## src/rtl/ov5642_frame_dma_ctrl_if.sv

```systemverilog
// Burst command / completion handshake between the frame DMA sequencer
// and the M00_AXI write-burst master.
interface ov5642_frame_dma_ctrl_if #(
  parameter int ADDR_WIDTH = 32
) ();
  logic                  cmd_valid;
  logic                  cmd_ready;
  logic [ADDR_WIDTH-1:0] cmd_addr;
  logic                  txn_done;
  logic                  txn_error;

  modport master (
    output cmd_valid,
    output cmd_addr,
    input  cmd_ready,
    input  txn_done,
    input  txn_error
  );

  modport slave (
    input  cmd_valid,
    input  cmd_addr,
    output cmd_ready,
    output txn_done,
    output txn_error
  );
endinterface

```

## src/rtl/ov5642_frame_dma_ctrl.sv

```systemverilog
// Frame DMA sequencer: issues one write burst per BURST_WORDS FIFO words into
// ping-pong DDR frame buffers and keeps a sticky pending/ack interrupt set.
module ov5642_frame_dma_ctrl #(
  parameter int ADDR_WIDTH  = 32,
  parameter int DATA_WIDTH  = 32,
  parameter int BURST_WORDS = 16,
  parameter int LVL_WIDTH   = 11,
  parameter int CNT_WIDTH   = 12
) (
  input  logic                  ACLK,
  input  logic                  ARESETN,
  input  logic                  cfg_enable,
  input  logic [ADDR_WIDTH-1:0] cfg_buf0_addr,
  input  logic [ADDR_WIDTH-1:0] cfg_buf1_addr,
  input  logic [CNT_WIDTH-1:0]  cfg_lines,
  input  logic [CNT_WIDTH-1:0]  cfg_line_words,
  input  logic                  cfg_gie,
  input  logic [2:0]            cfg_ien,
  input  logic                  frame_start,
  input  logic [LVL_WIDTH-1:0]  fifo_level,
  ov5642_frame_dma_ctrl_if.master cmd_if,
  input  logic [2:0]            ack,
  output logic [2:0]            pend,
  output logic                  irq,
  output logic                  active_buf,
  output logic                  busy
);

  localparam logic [LVL_WIDTH-1:0]  BURST_LVL = LVL_WIDTH'(BURST_WORDS);
  localparam logic [CNT_WIDTH-1:0]  BURST_CNT = CNT_WIDTH'(BURST_WORDS);
  localparam logic [ADDR_WIDTH-1:0] STRIDE    = ADDR_WIDTH'(BURST_WORDS * (DATA_WIDTH / 8));

  typedef enum logic [2:0] {
    IDLE       = 3'd0,
    WAIT_FRAME = 3'd1,
    WAIT_DATA  = 3'd2,
    ISSUE      = 3'd3,
    WAIT_DONE  = 3'd4,
    ERROR      = 3'd5
  } state_t;

  state_t                state_r, state_n;
  logic [ADDR_WIDTH-1:0] addr_r, addr_n;
  logic [CNT_WIDTH-1:0]  word_cnt_r, word_n;
  logic [CNT_WIDTH-1:0]  line_cnt_r, line_n;
  logic                  active_buf_r, active_buf_n;
  logic [ADDR_WIDTH-1:0] sh_buf0_r, sh_buf1_r;
  logic [CNT_WIDTH-1:0]  sh_lines_r, sh_line_words_r;
  logic [2:0]            pend_r, pend_set_s;
  logic                  irq_r, cmd_valid_r, busy_r, load_s;
  logic [CNT_WIDTH-1:0]  word_inc_s, line_inc_s;

  assign word_inc_s       = word_cnt_r + BURST_CNT;
  assign line_inc_s       = line_cnt_r + {{(CNT_WIDTH-1){1'b0}}, 1'b1};
  assign cmd_if.cmd_valid = cmd_valid_r;
  assign cmd_if.cmd_addr  = addr_r;
  assign pend             = pend_r;
  assign irq              = irq_r;
  assign active_buf       = active_buf_r;
  assign busy             = busy_r;

  // FSM state register
  always_ff @(posedge ACLK) begin
    if (!ARESETN) begin
      state_r <= IDLE;
    end else begin
      state_r <= state_n;
    end
  end

  // Next state, datapath updates and status set requests
  always_comb begin
    state_n      = state_r;
    addr_n       = addr_r;
    word_n       = word_cnt_r;
    line_n       = line_cnt_r;
    active_buf_n = active_buf_r;
    pend_set_s   = 3'b000;
    load_s       = 1'b0;
    case (state_r)
      IDLE: begin
        load_s = 1'b1;
        if (cfg_enable) state_n = WAIT_FRAME;
        else            state_n = IDLE;
      end
      WAIT_FRAME: begin
        if (!cfg_enable) begin
          state_n = IDLE;
        end else if (frame_start) begin
          line_n  = {CNT_WIDTH{1'b0}};
          word_n  = {CNT_WIDTH{1'b0}};
          addr_n  = active_buf_r ? sh_buf1_r : sh_buf0_r;
          state_n = WAIT_DATA;
        end else begin
          state_n = WAIT_FRAME;
        end
      end
      WAIT_DATA: begin
        if (!cfg_enable)                  state_n = IDLE;
        else if (fifo_level >= BURST_LVL) state_n = ISSUE;
        else                              state_n = WAIT_DATA;
      end
      ISSUE: begin
        // Disable is honoured only after the accepted burst completes.
        if (cmd_if.cmd_ready) state_n = WAIT_DONE;
        else                  state_n = ISSUE;
      end
      WAIT_DONE: begin
        if (cmd_if.txn_done && cmd_if.txn_error) begin
          pend_set_s[1] = 1'b1;
          state_n       = ERROR;
        end else if (cmd_if.txn_done) begin
          addr_n = addr_r + STRIDE;
          if (word_inc_s == sh_line_words_r) begin
            word_n = {CNT_WIDTH{1'b0}};
            line_n = line_inc_s;
            if (line_inc_s == sh_lines_r) begin
              pend_set_s[0] = 1'b1;
              active_buf_n  = ~active_buf_r;
              load_s        = 1'b1;
              state_n       = cfg_enable ? WAIT_FRAME : IDLE;
            end else begin
              state_n = cfg_enable ? WAIT_DATA : IDLE;
            end
          end else begin
            word_n  = word_inc_s;
            state_n = cfg_enable ? WAIT_DATA : IDLE;
          end
        end else begin
          state_n = WAIT_DONE;
        end
      end
      ERROR: begin
        if (!cfg_enable) state_n = IDLE;
        else             state_n = ERROR;
      end
      default: begin
        state_n = IDLE;
      end
    endcase
    if (frame_start && (state_r == WAIT_DATA || state_r == ISSUE || state_r == WAIT_DONE)) begin
      pend_set_s[2] = 1'b1;
    end else begin
      pend_set_s[2] = pend_set_s[2];
    end
  end

  // Datapath, shadow config, registered outputs and interrupt status
  always_ff @(posedge ACLK) begin
    if (!ARESETN) begin
      addr_r          <= {ADDR_WIDTH{1'b0}};
      word_cnt_r      <= {CNT_WIDTH{1'b0}};
      line_cnt_r      <= {CNT_WIDTH{1'b0}};
      active_buf_r    <= 1'b0;
      sh_buf0_r       <= {ADDR_WIDTH{1'b0}};
      sh_buf1_r       <= {ADDR_WIDTH{1'b0}};
      sh_lines_r      <= {CNT_WIDTH{1'b0}};
      sh_line_words_r <= {CNT_WIDTH{1'b0}};
      pend_r          <= 3'b000;
      irq_r           <= 1'b0;
      cmd_valid_r     <= 1'b0;
      busy_r          <= 1'b0;
    end else begin
      addr_r       <= addr_n;
      word_cnt_r   <= word_n;
      line_cnt_r   <= line_n;
      active_buf_r <= active_buf_n;
      if (load_s) begin
        sh_buf0_r       <= cfg_buf0_addr;
        sh_buf1_r       <= cfg_buf1_addr;
        sh_lines_r      <= cfg_lines;
        sh_line_words_r <= cfg_line_words;
      end
      // A set request wins over an ack of the same bit.
      pend_r      <= (pend_r & ~ack) | pend_set_s;
      irq_r       <= cfg_gie & (|(pend_r & cfg_ien));
      cmd_valid_r <= (state_n == ISSUE);
      busy_r      <= (state_n != IDLE);
    end
  end

endmodule
```

## src/flat_wrapper.sv

```systemverilog
// flat-port wrapper written by rule: the top's interface ports become plain ports
module ov5642_frame_dma_ctrl_flat 
#(
  parameter int ADDR_WIDTH  = 32,
  parameter int DATA_WIDTH  = 32,
  parameter int BURST_WORDS = 16,
  parameter int LVL_WIDTH   = 11,
  parameter int CNT_WIDTH   = 12
)
  (ACLK, ARESETN, cfg_enable, cfg_buf0_addr, cfg_buf1_addr, cfg_lines, cfg_line_words, cfg_gie, cfg_ien, frame_start, fifo_level, ack, pend, irq, active_buf, busy, cmd_if_cmd_valid, cmd_if_cmd_addr, cmd_if_cmd_ready, cmd_if_txn_done, cmd_if_txn_error);
  ov5642_frame_dma_ctrl_if #(.ADDR_WIDTH(ADDR_WIDTH)) cmd_if_i ();
  input  logic ACLK;
  input  logic ARESETN;
  input  logic cfg_enable;
  input  logic [ADDR_WIDTH-1:0] cfg_buf0_addr;
  input  logic [ADDR_WIDTH-1:0] cfg_buf1_addr;
  input  logic [CNT_WIDTH-1:0] cfg_lines;
  input  logic [CNT_WIDTH-1:0] cfg_line_words;
  input  logic cfg_gie;
  input  logic [2:0] cfg_ien;
  input  logic frame_start;
  input  logic [LVL_WIDTH-1:0] fifo_level;
  input  logic [2:0] ack;
  output logic [2:0] pend;
  output logic irq;
  output logic active_buf;
  output logic busy;
  output wire logic [$bits(cmd_if_i.cmd_valid)-1:0] cmd_if_cmd_valid;
  output wire logic [$bits(cmd_if_i.cmd_addr)-1:0] cmd_if_cmd_addr;
  input wire logic [$bits(cmd_if_i.cmd_ready)-1:0] cmd_if_cmd_ready;
  input wire logic [$bits(cmd_if_i.txn_done)-1:0] cmd_if_txn_done;
  input wire logic [$bits(cmd_if_i.txn_error)-1:0] cmd_if_txn_error;
  assign cmd_if_cmd_valid = cmd_if_i.cmd_valid;
  assign cmd_if_cmd_addr = cmd_if_i.cmd_addr;
  assign cmd_if_i.cmd_ready = cmd_if_cmd_ready;
  assign cmd_if_i.txn_done = cmd_if_txn_done;
  assign cmd_if_i.txn_error = cmd_if_txn_error;
  ov5642_frame_dma_ctrl #(.ADDR_WIDTH(ADDR_WIDTH), .DATA_WIDTH(DATA_WIDTH), .BURST_WORDS(BURST_WORDS), .LVL_WIDTH(LVL_WIDTH), .CNT_WIDTH(CNT_WIDTH)) u_core (.ACLK(ACLK), .ARESETN(ARESETN), .cfg_enable(cfg_enable), .cfg_buf0_addr(cfg_buf0_addr), .cfg_buf1_addr(cfg_buf1_addr), .cfg_lines(cfg_lines), .cfg_line_words(cfg_line_words), .cfg_gie(cfg_gie), .cfg_ien(cfg_ien), .frame_start(frame_start), .fifo_level(fifo_level), .cmd_if(cmd_if_i), .ack(ack), .pend(pend), .irq(irq), .active_buf(active_buf), .busy(busy));
endmodule
```

## config.mk

```make
export PLATFORM = sky130hd
export DESIGN_NAME = ov5642_frame_dma_ctrl_flat
export DESIGN_NICKNAME = d
export VERILOG_FILES = /design/src/rtl/ov5642_frame_dma_ctrl_if.sv /design/src/rtl/ov5642_frame_dma_ctrl.sv /design/src/flat_wrapper.sv
export SDC_FILE = /design/constraint.sdc
export NUM_CORES = 1
export LEC_CHECK = 0
export BUFFER_PORTS_ARGS = -buffer_cell sky130_fd_sc_hd__buf_2
export CAP_MARGIN = 15
export CORE_UTILIZATION = 58
export CTS_BUF_LIST = sky130_fd_sc_hd__clkbuf_4
export CTS_CLUSTER_DIAMETER = 120
export DETAILED_ROUTE_END_ITERATION = 16
export PLACE_DENSITY = 0.87
export SKIP_CTS_REPAIR_TIMING = 1
export SYNTH_ARGS = -nofsm -noshare
export SYNTH_HDL_FRONTEND = slang
export SYNTH_SLANG_ARGS = --single-unit
```

## constraint.sdc

```tcl
create_clock -name ACLK -period 3.53 [get_ports ACLK]
set_clock_uncertainty 0.2 [all_clocks]
set_input_delay 0.5295 -clock ACLK [delete_from_list [all_inputs] [get_ports ACLK]]
set_output_delay 0.5295 -clock ACLK [all_outputs]
set_load 0.01 [all_outputs]
```

==> impl_metrics.py, run 1 <==
metrics = {
    "logic_synthesis": {
        "async_reset_ff_share_pct": 0,
        "synth_nets": 1069,
        "ys_seq_elements": 150,
        "synthXorXnorAreaFrac_pct": 3.15,
        "synthAdderAreaFrac_pct": 0.483,
        "ys.warnings.count": 0,
        "synth_area_leader_cell": "dfxtp_1",
        "netlist_top_cells_area": "dfxtp_1 39%, mux2i_1 15%, nand2_1 11%, o21ai_0 3.3%, clkbuf_1 2.6%",
        "synth_edf_count": 0,
        "syn_inst": 953,
        "yosys_most_used_dff": "dfxtp_1",
        "synth-simple-area-share_pct": 23.4,
        "synth_compound_area_share_pct": 14.5,
        "synth_top_family_by_area": "simple AND/OR/NAND/NOR gates",
        "synth_area_um2": 7770,
        "syn_avg_cell_area_um2": 8.16,
        "netlist-cell-type-count": 61,
        "muxShareOfSynthArea_pct": 15.4,
        "yosysTopAreaCellShare_pct": 38.6,
        "yosysSeqAreaShare_pct": 38.6,
    },
    "clock_network": {
        "cts.reportedPaths.clkPinSlew_ns": 0.12,
        "cts_max_level": 4,
        "clk_latency_ns": 0.56,
        "cts_root_buffer": "clkbuf_4",
        "cts_buffers": 17,
        "cts_tree": "done",
        "cts_buffer_depth": 2,
        "cts.sinks": 150,
    },
    "placement": {
        "dp_cells": 1216,
        "portBuffers": 147,
        "detailed_place_hpwl_um": 13100,
        "place_congestion": 0.896,
        "dp_slack_ns": 0.261,
        "placed_cell_area_um2": 8590,
    },
    "power_and_ir_drop": {
        "total_power_w": 0.00328,
        "leakage_nw": 3.87,
        "power_density_nw_per_um2": 346,
        "vdd_drop_max_v": 0.000367,
    },
    "critical_path": {
        "worstSetupStartpoint": "u_core.word_cnt_r[4]",
        "arrival_ns": 3.57,
        "worstSetupStartpointType": "register",
        "crit_path_max_fanout": 52,
        "worstPathRequired_ns": 3.81,
        "end_kind": "register",
        "reg2reg_from": "u_core.word_cnt_r[4]",
        "critical_path_class": "register to register",
    },
    "floorplanning": {
        "initial_core_util_pct": 60.6,
        "ios": 152,
        "die_area_um2": 13900,
        "rows": 41,
        "die_h_um": 118,
        "die_w_um": 118,
        "core_area_um2": 12800,
    },
    "drt": {
        "drt-initial-drc-count": 736,
        "vias_per_cell": 5.70,
        "detail-route-antenna-nets": 0,
        "drc_errors": 0,
        "drt_wl_total_um": 20800,
        "routedWlPerCell_um": 15.8,
        "dr.pass1.iters": 6,
        "via_count": 7496,
    },
    "timing": {
        "relSlewSlack_pct": 28.8,
        "hold_viol_final": 0,
        "fin_crit_sh_pct": 93.3,
        "setup-tns-final_ns": 0,
        "rsz0062_at_grt": "no",
        "worst_pin_slew_ns": 1.06,
        "finalWorstSetupSlack_ns": 0.237,
        "period_needed_ns": 3.29,
        "final_max_slew_viol_count": 0,
        "setup_viol": 0,
        "fmax_ghz": 0.304,
    },
    "final_layout": {
        "layoutNonFillerInstCount": 1316,
        "drive_gt1_share_pct": 18.1,
        "final_area_um2": 9490,
        "fin_nets": 1245,
        "syn_to_final_growth_pct": 22.1,
    },
    "global_routing": {
        "grt_usage_pct": 26.6,
        "overflow": 0,
        "grt_first_pass_wirelength_um": 30100,
        "antenna_found_initial": 2,
        "grt_max_degree": 81,
        "grt_pass1_vias": 6341,
    },
    "status": {
        "outcome": "finished clean",
    },
    "hold_path": {
        "hp-class": "input pin to register",
        "worstHoldStart": "cfg_line_words[3]",
    },
    "job": {
        "maxCapViolations": 0,
    },
}
layout by cell type, fill, tap and decap left out, types with 7 or more instances in the layout:
cell type	Yosys	layout
nand2_1	232	231
dfxtp_1	150	149
buf_2	9	146
mux2i_1	117	117
dlygate4sd3_1	0	66
o21ai_0	52	52
nor2_1	48	48
a21oi_1	34	33
nand3_1	21	21
a21boi_0	20	20
clkbuf_4	0	20
nor3_1	18	18
xnor2_1	18	18
nor2b_1	16	16
buf_4	1	13
a31oi_1	11	11
and3_1	11	11
xor2_1	10	10
inv_1	9	9
nand4_1	9	9
nor4_1	9	9
a22oi_1	8	8
and2_1	7	7
critical path, cell delays in order, from the launching register on:
cell,delay [ns]
dfxtp_1,0.46
ha_1,0.29
xnor2_1,0.21
o211ai_1,0.13
or4_4,0.56
a2111oi_4,0.49
and2_1,0.26
a21oi_4,0.09
buf_12,0.23
mux2i_1,0.24
flip-flops by register name, summed over array words and instances, names as in the netlist, 3 cells and up:
| register | count |
|---|---|
| u_core.sh_lines_r | 12 |
| u_core.sh_buf0_r | 32 |
| u_core.state_r | 3 |
| u_core.line_cnt_r | 12 |
| u_core.cmd_if.cmd_addr | 32 |
| u_core.pend | 3 |
| u_core.sh_line_words_r | 12 |
| u_core.sh_buf1_r | 32 |
| u_core.word_cnt_r | 8 |
power by group:
| group | internal [W] | leakage (nW) | switching [W] | total (W) |
|---|---|---|---|---|
| clock | 0.000357 | 0.130 | 0.000603 | 0.000961 |
| sequential | 0.00178 | 1.23 | 0.0000607 | 0.00184 |
| combinational | 0.000242 | 2.50 | 0.000241 | 0.000483 |
| total | 0.00238 | 3.87 | 0.000905 | 0.00328 |
metrics by stage:
step,utilization (%),hold WS [ns]
6_report,74.0,0.0105
5_1_grt,74.0,-0.00104
4_1_cts,68.8,-0.0409
3_5_place_dp,66.9,0.252
3_3_place_gp,66.9,0.241
2_1_floorplan,-,0.233
layer usage:
| metal | wire length [um] | GRT usage, % | part of all wire (%) |
|---|---|---|---|
| met5 | 0 | 0 | 0 |
| met4 | 563 | 8.89 | 2.7 |
| met3 | 1510 | 7.95 | 7.2 |
| met2 | 9670 | 40.0 | 46 |
| met1 | 9090 | 36.0 | 44 |
synth_stat cells (all sizes together) (3+ instances only):
| cell type | instances |
|---|---|
| a21oi | 35 |
| mux2i | 117 |
| clkbuf | 54 |
| a31oi | 11 |
| o211a | 6 |
| buf | 18 |
| or4 | 6 |
| nand2b | 4 |
| a211oi | 3 |
| and3 | 11 |
| dfxtp | 150 |
| o21ai | 52 |
| nor4 | 10 |
| nor2b | 16 |
| xnor2 | 18 |
| nor2 | 48 |
| o211ai | 3 |
| a21boi | 20 |
| inv | 9 |
| nor3 | 18 |
| a22oi | 8 |
| xor2 | 10 |
| or3 | 4 |
| o21a | 3 |
| nand4 | 9 |
| nand2 | 232 |
| ha | 3 |
| and2 | 7 |
| nand3 | 21 |
| o221a | 6 |
| nand3b | 5 |
| o22ai | 3 |
| a2111oi | 4 |
final cells by class:
cell class | instances | area [um^2]
multi-input cells | 722 | 4440
fillers | 917 | 3330
flip-flops and latches | 150 | 3000
repair buffers | 229 | 1560
well taps | 172 | 215
clock buffers | 20 | 150
clock inverters | 12 | 87.6
inverters | 9 | 33.8
diodes | 2 | 5.00
cell families after synthesis:
kind of cell | after synthesis
buffers and inverters | 81
AO/OA/AOI/OAI | 170
multiplexers | 119
AND/OR/NAND/NOR | 402
XOR/XNOR | 28
flip-flops | 150
adder cells (fa/ha/maj) | 3
worst paths after layout:
kind,slack [ns],cells after the start,to
hold / removal,0.01,3,u_core.sh_line_words_r[3]
setup / recovery,0.24,9,u_core.sh_line_words_r[1]
hold reg to reg,0.27,2,u_core.sh_buf0_r[26]
setup reg to reg,0.24,9,u_core.sh_line_words_r[1]
Note: power is estimated with default switching activity, not from simulation.
==> run 2, diff against run 1 <==
- ABC_AREA: unset -> 1
==> impl_metrics.py, run 2 <==
metrics = {
    "status": {
        "outcome": "complete, but fails checks",
        "violations": "DRC",
    },
    "clock_network": {
        "cts_buffer_depth": 2,
        "cts.sinks": 150,
        "cts_root_buffer": "clkbuf_4",
        "clk_latency_ns": 0.56,
        "cts.reportedPaths.clkPinSlew_ns": 0.12,
        "cts_buffers": 17,
        "cts_tree": "done",
        "cts_max_level": 4,
    },
    "final_layout": {
        "fin_nets": 1493,
        "layoutNonFillerInstCount": 1569,
        "mostFrequentLayoutCells": "292 x nand2_1, 232 x nor2_1, 164 x inv_1",
        "register_area_um2": 3000,
        "syn_to_final_growth_pct": 13.1,
        "drive_gt1_share_pct": 17.7,
        "nFillCells": 1264,
        "layout_commonest_cell": "nand2_1",
        "multiInputGateArea_um2": 4250,
    },
    "critical_path": {
        "worst_path_max_delay_cell": "nand2_1",
        "cpMostUsedCell": "nand2_1",
        "cpPeakStageDelay_ns": 0.56,
        "worstSetupStartpoint": "u_core.word_cnt_r[4]",
        "crit_path_max_fanout": 18,
        "arrival_ns": 3.34,
        "critical_path_class": "register to register",
        "reg2reg_from": "u_core.word_cnt_r[4]",
        "path_cells": "ha_1 > nand2_1 > nor2_4 > nand2_1 > nand2_1 > nand3_1 > nand2_1 > nor2_2 > nand3_1 > nand2_1 > nand2_1 > nand2_1 > a211oi_1",
        "worstSetupStartpointType": "register",
        "end_kind": "register",
        "r2r_cells": 13,
        "worstPathRequired_ns": 3.79,
    },
    "placement": {
        "detailed_place_hpwl_um": 13800,
        "portBuffers": 147,
        "dp_cells": 1535,
        "dp_slack_ns": 0.559,
        "place_congestion": 0.910,
    },
    "floorplanning": {
        "core_area_um2": 13800,
        "rows": 43,
        "ios": 152,
        "die_h_um": 121,
        "initial_core_util_pct": 59.2,
        "die_w_um": 121,
        "die_area_um2": 14600,
    },
    "power_and_ir_drop": {
        "leakage_nw": 4.98,
        "power_density_nw_per_um2": 383,
        "vdd_drop_max_v": 0.000211,
        "total_power_w": 0.00355,
    },
    "logic_synthesis": {
        "synth_edf_count": 0,
        "synth_area_um2": 8190,
        "netlist_top_cells_area": "dfxtp_1 37%, nand2_1 13%, nor2_1 11%, inv_1 7.5%, nand3_1 7.2%",
        "syn_inst": 1258,
        "netlist-cell-type-count": 40,
        "ys.warnings.count": 0,
        "synth_commonest_cells": "292 x nand2_1, 232 x nor2_1, 164 x inv_1, 150 x dfxtp_1, 118 x nand3_1",
        "synth.most_common_cell": "nand2_1",
        "yosys_most_used_dff": "dfxtp_1",
        "synth_area_leader_cell": "dfxtp_1",
        "synth_nets": 1374,
        "yosysSeqAreaShare_pct": 36.7,
        "async_reset_ff_share_pct": 0,
        "syn_avg_cell_area_um2": 6.51,
        "ys_seq_elements": 150,
        "yosysTopAreaCellShare_pct": 36.7,
    },
    "global_routing": {
        "grt_usage_pct": 28.1,
        "grt_max_degree": 89,
        "overflow": 0,
        "antenna_found_initial": 1,
        "grt_first_pass_wirelength_um": 32800,
        "grt_pass1_vias": 7130,
    },
    "hold_path": {
        "worstHoldStart": "ack[1]",
        "hp-class": "input pin to register",
        "hold_depth": 4,
    },
    "timing": {
        "setup_viol": 0,
        "finalWorstSetupSlack_ns": 0.453,
        "rsz0062_at_grt": "no",
        "hold_viol_final": 0,
        "fin_crit_sh_pct": 87.2,
        "relSlewSlack_pct": 39.7,
        "worst_pin_slew_ns": 0.903,
        "period_needed_ns": 3.08,
        "fmax_ghz": 0.325,
        "setup-tns-final_ns": 0,
        "final_max_slew_viol_count": 0,
        "worst_hold_slack_ns": 0.00823,
    },
    "drt": {
        "drt_wl_total_um": 19700,
        "detail-route-antenna-nets": 0,
        "drt-initial-drc-count": 598,
        "routedWlPerCell_um": 12.5,
        "vias_per_cell": 5.20,
        "via_count": 8152,
        "drc_errors": 2,
        "dr.pass1.iters": 12,
    },
    "job": {
        "maxCapViolations": 0,
    },
}
[run 2: kinds of logic (layout without fill, tap and decap cells)]
family / after synthesis / count (layout) / synth area share, %
AOI/OAI and AO/OA: 126 / 126 / 9.55
xor gates and xnor gates: 20 / 20 / 2.31
adders and majority gates: 3 / 3 / 0.458
buffers and inverters: 231 / 361 / 11.5
DFF: 150 / 150 / 36.7
other: 0 / 1 / 0
and+or+nand+nor: 728 / 728 / 39.5
[run 2: stage by stage]
step           instance area, um^2  util [%]
2_1_floorplan                 8190         -
3_3_place_gp                  8960      64.8
3_5_place_dp                  8960      64.8
4_1_cts                       9230      66.7
5_1_grt                       9260      67.0
6_report                      9260      67.0
[run 2: power breakdown]
group | switching [W] | internal (W)
sequential | 0.0000912 | 0.00182
clock | 0.000560 | 0.000473
combinational | 0.000353 | 0.000249
total | 0.00100 | 0.00254
[run 2: critical path, delay by kind of cell (launching register included)]
| family | cells | cell delay, ns |
|---|---|---|
| fa+ha+maj | 1 | 0.24 |
| simple gates | 11 | 1.78 |
| compound gates | 1 | 0.34 |
| flops | 1 | 0.42 |
[run 2: cell type report]
type                            count  area share [%]
Inverter                          168            6.81
Clock inverter                      5           0.824
Tap cell                          180            2.43
Clock buffer                       25            2.03
Antenna cell                        1          0.0270
Timing Repair Buffer              163            9.62
Sequential cell                   150            32.4
Multi-Input combinational cell    877            45.8
[run 2: final timing paths]
check / to / slack [ns]
max reg2reg: u_core.word_cnt_r[11] / 0.45
min: u_core.pend[1] / 0.008
min reg2reg: u_core.cmd_if.cmd_addr[10] / 0.27
max: u_core.word_cnt_r[11] / 0.45
[run 2: metal layers]
layer  vias up  GRT usage (%)  part of all wire (%)
met5         -              0                     0
met4         0           11.3                   2.3
met3        36           4.25                   5.0
met2       258           47.3                    47
met1      3643           36.0                    46
li1       4215              -                     -
==> run 3, diff against run 2 <==
- CORE_UTILIZATION: 58 -> 45
- PLACE_DENSITY: 0.87 -> 0.71
==> impl_metrics.py, run 3 (synthesis results as in run 2) <==
metrics = {
    "final_layout": {
        "multiInputGateArea_um2": 4250,
        "fin_util_pct": 53.2,
        "layout_commonest_cell": "nand2_1",
        "syn_to_final_growth_pct": 14.0,
        "layoutNonFillerInstCount": 1615,
        "fin_nets": 1491,
        "nFillCells": 1839,
        "register_area_um2": 3000,
        "drive_gt1_share_pct": 17.8,
        "final_area_um2": 9330,
        "mostFrequentLayoutCells": "292 x nand2_1, 232 x nor2_1, 164 x inv_1",
    },
    "clock_network": {
        "cts_tree": "done",
        "cts.sinks": 150,
        "cts_max_level": 4,
        "cts_buffers": 17,
        "cts_root_buffer": "clkbuf_4",
        "cts.reportedPaths.clkPinSlew_ns": 0.13,
        "cts_buffer_depth": 2,
        "clk_latency_ns": 0.56,
    },
    "power_and_ir_drop": {
        "p_comb_share_pct": 16.6,
        "p_sw_share_pct": 31.1,
        "vdd_drop_max_v": 0.000191,
        "switching_power_w": 0.00113,
        "leakage_nw": 4.98,
        "internal_power_w": 0.00251,
        "seq_power_share_pct": 52.5,
        "power_density_nw_per_um2": 390,
        "power.share.clock_pct": 30.9,
    },
    "drt": {
        "detail-route-antenna-nets": 0,
        "dr.pass1.iters": 5,
        "drc_errors": 0,
        "vias_per_cell": 4.93,
        "drt_wl_total_um": 20700,
        "via_count": 7970,
        "routedWlPerCell_um": 12.8,
        "drt-initial-drc-count": 539,
    },
    "placement": {
        "place_congestion": 0.870,
        "placed_cell_area_um2": 9010,
        "dp_cells": 1579,
        "detailed_place_hpwl_um": 14400,
        "portBuffers": 147,
    },
    "global_routing": {
        "overflow": 0,
        "grt_usage_pct": 22.6,
        "grt_max_degree": 90,
        "antenna_found_initial": 1,
        "grt_first_pass_wirelength_um": 33300,
        "grt_pass1_vias": 6901,
    },
    "timing": {
        "setup-tns-final_ns": 0,
        "relSlewSlack_pct": 27.5,
        "hold_viol_final": 0,
        "setup_viol": 0,
        "fmax_ghz": 0.327,
        "rsz0062_at_grt": "no",
        "period_needed_ns": 3.06,
        "fin_crit_sh_pct": 86.7,
        "worst_pin_slew_ns": 1.09,
        "final_max_slew_viol_count": 0,
        "worst_hold_slack_ns": 0.0180,
    },
    "critical_path": {
        "arrival_ns": 3.32,
        "worstPathRequired_ns": 3.79,
        "end_kind": "register",
        "r2r_setup_slack_ns": 0.47,
        "crit_path_max_fanout": 18,
        "worstSetupStartpointType": "register",
        "critical_path_class": "register to register",
    },
    "floorplanning": {
        "core_area_um2": 17500,
        "die_h_um": 137,
        "die_w_um": 137,
        "initial_core_util_pct": 46.7,
        "die_area_um2": 18700,
        "rows": 48,
        "ios": 152,
    },
    "status": {
        "outcome": "finished clean",
    },
    "hold_path": {
        "hp-class": "input pin to register",
    },
    "job": {
        "maxCapViolations": 0,
    },
}
run 3: power by group through the flow:
stage | combinational [W] | sequential [W] | clock [W]
5_1_grt | 0.000688 | 0.00193 | 0.00123
2_1_floorplan | 0.000423 | 0.00194 | 0
3_5_place_dp | 0.000602 | 0.00195 | 0
4_1_cts | 0.000605 | 0.00191 | 0.00115
3_3_place_gp | 0.000596 | 0.00194 | 0
6_report | 0.000604 | 0.00191 | 0.00112
run 3: cell type report:
cell class              instances  area share [%]
multi-input cells             877            45.5
flip-flops and latches        150            32.2
repair buffers                161            9.36
inverters                     168            6.76
well taps                     225            3.02
clock inverters                15            1.78
clock buffers                  17            1.37
diodes                          2          0.0536
run 3: metrics by stage:
stage | power, W | worst slack, ns
finish | 0.00364 | 0.470
global route | 0.00385 | 0.164
CTS | 0.00367 | 0.462
detailed placement | 0.00255 | 0.491
global placement | 0.00254 | 0.540
floorplan | 0.00236 | 1.25
run 3: routing by layer:
layer  part of all wire [%]  vias up  global-route usage, %  wire length [um]
li1                       -     4216                      -                 -
met1                     49     3508                   31.6             10000
met2                     46      230                   36.0              9420
met3                    5.2       16                   3.78              1070
met4                   0.74        0                   5.74               152
met5                      0        -                      0                 0
run 3: critical path: stages (launching register included):
cell      delay (ns)
dfxtp_1         0.43
ha_1            0.23
nand2_1         0.13
nor2_4          0.15
nand2_1         0.09
nand2_1         0.09
nand3_1         0.08
nand2_1         0.08
nor2_2          0.05
nand3_1         0.11
nand2_1         0.06
nand2_1         0.34
nand2_1         0.56
a211oi_1        0.36
run 3: final timing paths:
path	end	start	cells past startpoint
min	u_core.pend[0]	ack[0]	4
min reg2reg	u_core.sh_buf0_r[21]	u_core.sh_buf0_r[21]	2
max reg2reg	u_core.word_cnt_r[10]	u_core.word_cnt_r[4]	13
max	u_core.word_cnt_r[10]	u_core.word_cnt_r[4]	13
